[src/rtl/gate_sweep_ctrl.sv]
// gate_sweep_ctrl: sweeps all 16 vectors through the basic-gate datapath and
// scores its 7 outputs against a built-in golden model.
module gate_sweep_ctrl #(
    parameter int DWELL = 2,
    parameter int ERR_W = 5
) (
    input  logic             clk,
    input  logic             rst,
    input  logic             start,
    output logic [3:0]       stim,
    input  logic [6:0]       dut_res,
    output logic             busy,
    output logic             done,
    output logic             pass,
    output logic [ERR_W-1:0] err_cnt,
    output logic             first_err_valid,
    output logic [3:0]       first_err_vec
);
    typedef enum logic [1:0] {IDLE, APPLY, CHECK, DONE} state_t;

    state_t     state;
    logic [3:0] dwell;
    logic [6:0] golden;
    logic       x;

    // Bit order {xor2, xor1, aoi, nand, not, or, and}; both XOR variants share one reference.
    always_comb begin
        x      = stim[1] ^ stim[0];
        golden = {x, x, ~((stim[3] & stim[2]) | (stim[1] & stim[0])),
                  ~(stim[1] & stim[0]), ~stim[0], stim[1] | stim[0], stim[1] & stim[0]};
    end

    assign pass = done && (err_cnt == '0);

    always_ff @(posedge clk) begin
        if (rst) begin
            state           <= IDLE;
            stim            <= '0;
            dwell           <= '0;
            busy            <= 1'b0;
            done            <= 1'b0;
            err_cnt         <= '0;
            first_err_valid <= 1'b0;
            first_err_vec   <= '0;
        end else begin
            case (state)
                IDLE, DONE: if (start) begin
                    state           <= APPLY;
                    stim            <= '0;
                    dwell           <= '0;
                    busy            <= 1'b1;
                    done            <= 1'b0;
                    err_cnt         <= '0;
                    first_err_valid <= 1'b0;
                    first_err_vec   <= '0;
                end
                APPLY: begin
                    dwell <= dwell + 4'd1;
                    if (dwell == 4'(DWELL - 1)) state <= CHECK;
                end
                CHECK: begin
                    if (dut_res != golden) begin
                        if (err_cnt != '1) err_cnt <= err_cnt + ERR_W'(1);
                        if (!first_err_valid) begin
                            first_err_valid <= 1'b1;
                            first_err_vec   <= stim;
                        end
                    end
                    if (stim == 4'hF) begin
                        state <= DONE;
                        busy  <= 1'b0;
                        done  <= 1'b1;
                    end else begin
                        stim  <= stim + 4'd1;
                        dwell <= '0;
                        state <= APPLY;
                    end
                end
                default: state <= IDLE;
            endcase
        end
    end
endmodule

[config.mk]
export PLATFORM = sky130hd
export DESIGN_NAME = gate_sweep_ctrl
export DESIGN_NICKNAME = d
export VERILOG_FILES = /design/src/rtl/gate_sweep_ctrl.sv
export SDC_FILE = /design/constraint.sdc
export NUM_CORES = 1
export LEC_CHECK = 0
export CAP_MARGIN = 20
export CORE_ASPECT_RATIO = 2
export CORE_MARGIN = 3
export CORE_UTILIZATION = 30
export DETAILED_ROUTE_END_ITERATION = 8
export PLACE_DENSITY_LB_ADDON = 0.2
export REMOVE_ABC_BUFFERS = 1
export SYNTH_ARGS = -nofsm -noshare
export SYNTH_HDL_FRONTEND = slang
export SYNTH_SLANG_ARGS = --single-unit
[constraint.sdc]
create_clock -name clk -period 4.65 [get_ports clk]
set_clock_uncertainty 0.1 [all_clocks]
set_input_delay 0.6975 -clock clk [delete_from_list [all_inputs] [get_ports clk]]
set_output_delay 0.6975 -clock clk [all_outputs]
set_load 0.02 [all_outputs]
==> qor.txt <==
Status: finished clean
Max_cap viols: 0
Final worst path period share: 52.97%
Post-synth ARST share: 0%
First-pass GRT wire length: 5306 µm
Total CTS buffers: 3
Pint: 0.0003231 W
Grt ovf: 0
Routed Antenna Nets: 0
Setup bufs post-CTS: 0
HP Start: first_err_vec[3]$_SDFFE_PP0P_
Clock root buffer: clkbuf_8
Die width: 52.57 µm
GPL Wtd Cong: 0.7922
DR pass1 iterations: 4
Reg2reg setup slack: 2.19 ns
Clock transition at path regs: 0.08 ns
Die H: 99.14 µm
Final setup violation count: 0
Met2 wire len: 1658 µm
Vias per inst: 5.171
Layout cells sized above 1: 6.593%
Worst EP arrival: 1.67 ns
Final WL: 3078 µm
Cell variety after synth: 41
WL/cell: 13.15 µm
Met1 WL: 1265 µm
Sequential share of power: 42.8%
Initial drt markers: 39
Post-synth top flop: dfxtp_1
# hold bufs at CTS: 0
Uppermost layer routed: met4
Mapped Cells: 159
Crit Reg-Reg Endpoint: err_cnt[1]$_SDFFE_PP0P_
Die Footprint: 5212 µm²
Layout Utilization: 40.06%
Worst-path fanout max: 5
Post-CTS Resized: 0
Synth-to-Final Area Change: 27.12%
Hold Path Sink: first_err_vec[3]$_SDFFE_PP0P_
Sequential area share after synthesis: 33.85%
Min cycle time layout: 2.463 ns
CP startpoint kind: flop
Met3 routed WL: 82 µm
Fmax: 406.0 MHz
Ys Warns: 0
Starting Density: 31.52%
Fin. max-slew vios: 0
# nets final: 203
Initial antenna violation count: 0
Maximum clock insertion buffer count: 2
CTS Sinks: 22
Fin. Hold Viols: 0
#FFs+latches synth: 22
Relative slew slack: 43.27%
Synthesized area: 1301 µm²
Commonest non-fill, non-tap cell in the layout: clkdlybuf4s50_1
Logic pwr share: 28.1%
EDFF count, synth: 0
IO Count: 27
Port bufs: 26
Worst Reg-to-Reg Cells: 6
Psw: 0.0001522 W
Commonest non-fill, non-tap cells in the layout: clkdlybuf4s50_1 (26), dfxtp_1 (22), nor2_1 (18), a21oi_1 (18), nand2_1 (16)
Sw frac: 32.02%
Fin Setup TNS: 0 ns
Largest net degree at the start of global routing: 24
RSZ-0062 raised after global routing: false
Crit. End Element: output port
Row count: 33
Clock share of power: 29.1%
GRT Total Usage: 13.23%
TritonCTS clock tree: done
Vias: 1210
Synth top area share: 33.85%
Worst vdd ir: 0.2236 mV
Synth Area per Inst: 8.184 µm²
Placeable Area: 4129 µm²
CP Class: flop to output port
ANT cells: 0
Required @ worst endpoint: 3.85 ns
RR Startpoint: state[0]$_SDFFE_PP0P_
Yosys top cell by area: dfxtp_1
Worst-Skew Late Latency: 0.26 ns
Max H-tree Level: 1
Worst Tran Pin Value: 0.8483 ns
Cell depth of the worst hold path: 2
Synth top area cells: dfxtp_1 (34%), ha_1 (9.6%), a21oi_1 (6.9%)
Remaining DRCs: 0
Vias in the first global route: 1165
Tightest Hold Check Type: flop to flop
Leak: 0.5741 nW
Detailed placement HPWL: 2374 µm
Power per Cell Area: 287.4 nW/µm²
[worst max-delay path: stages (launching register included)]
cell and delay, ns:
dfxtp_1 0.40, inv_1 0.08, ha_1 0.20, and4b_1 0.18, clkdlybuf4s50_1 0.53
[stage by stage]
stage	setup slack, ns	hold WS (ns)	area [µm²]	total power (W)	cells
6_report	2.187	0.3578	1654	0.0004753	234
5_1_grt	1.885	0.3841	1654	0.0005076	234
4_1_cts	2.154	0.3614	1654	0.0004833	234
3_5_place_dp	1.960	0.3482	1599	0.0003433	230
3_3_place_gp	2.006	0.3494	1599	0.0003373	230
2_1_floorplan	2.438	0.3643	1274	0.0003024	152
[power by group through the flow]
stage           logic, W  registers, W  clock network (W)
2_1_floorplan  0.0000933      0.000209                  0
3_3_place_gp    0.000130      0.000207                  0
3_5_place_dp    0.000135      0.000208                  0
4_1_cts         0.000136      0.000204           0.000144
5_1_grt         0.000150      0.000205           0.000152
6_report        0.000134      0.000204           0.000138
[sequential cells by signal, indices dropped and copies added, names as in the netlist]
signal and flops:
state 2, done 1, stim 4, first_err_valid 1, err_cnt 5, dwell 4
first_err_vec 4, busy 1
[kinds of logic after synthesis]
logic type | count (synthesis) | share of synthesized area, %
compound gates | 39 | 20.29
xor+xnor | 3 | 2.597
fa+ha+maj | 10 | 9.615
buf+inv | 15 | 4.423
flops | 22 | 33.85
mux | 2 | 1.635
simple gates | 68 | 27.60
[cell usage after synthesis (3+ instances only)]
master,n
nand3_1,4
o21ai_0,5
nor3_1,5
nand2_1,16
a21oi_1,18
nand4_1,7
nor2_1,18
a211oi_1,3
inv_1,8
dfxtp_1,22
clkbuf_1,5
nor3b_1,3
ha_1,10
[layout make-up]
cell class              count  area [µm²]
clock buffers               4       55.05
multi-input cells         122       803.3
well taps                  52       65.06
fillers                   436        2475
repair buffers             26       260.3
flip-flops and latches     22       440.4
inverters                   8       30.03
[metal layers]
| layer | track usage, % | vias up |
|---|---|---|
| met5 | 0 | - |
| met4 | 5.709 | 0 |
| met3 | 1.949 | 6 |
| met2 | 22.70 | 29 |
| met1 | 15.73 | 559 |
| li1 | - | 616 |
[worst max-delay path by stage]
stage                                        from  depth (start not counted)  slack [ns]                       to
after CTS                   state[0]$_SDFFE_PP0P_                          6        2.15  err_cnt[1]$_SDFFE_PP0P_
after detailed placement               dut_res[3]                          6        1.96  err_cnt[1]$_SDFFE_PP0P_
after floorplan              stim[0]$_SDFFE_PP0P_                          7        2.44  err_cnt[3]$_SDFFE_PP0P_
final                     err_cnt[0]$_SDFFE_PP0P_                          4        2.19                     pass
after global placement                 dut_res[3]                          6        2.01  err_cnt[1]$_SDFFE_PP0P_
after global routing        state[0]$_SDFFE_PP0P_                          6        1.88  err_cnt[1]$_SDFFE_PP0P_
Power figures use the tool's default switching activity.
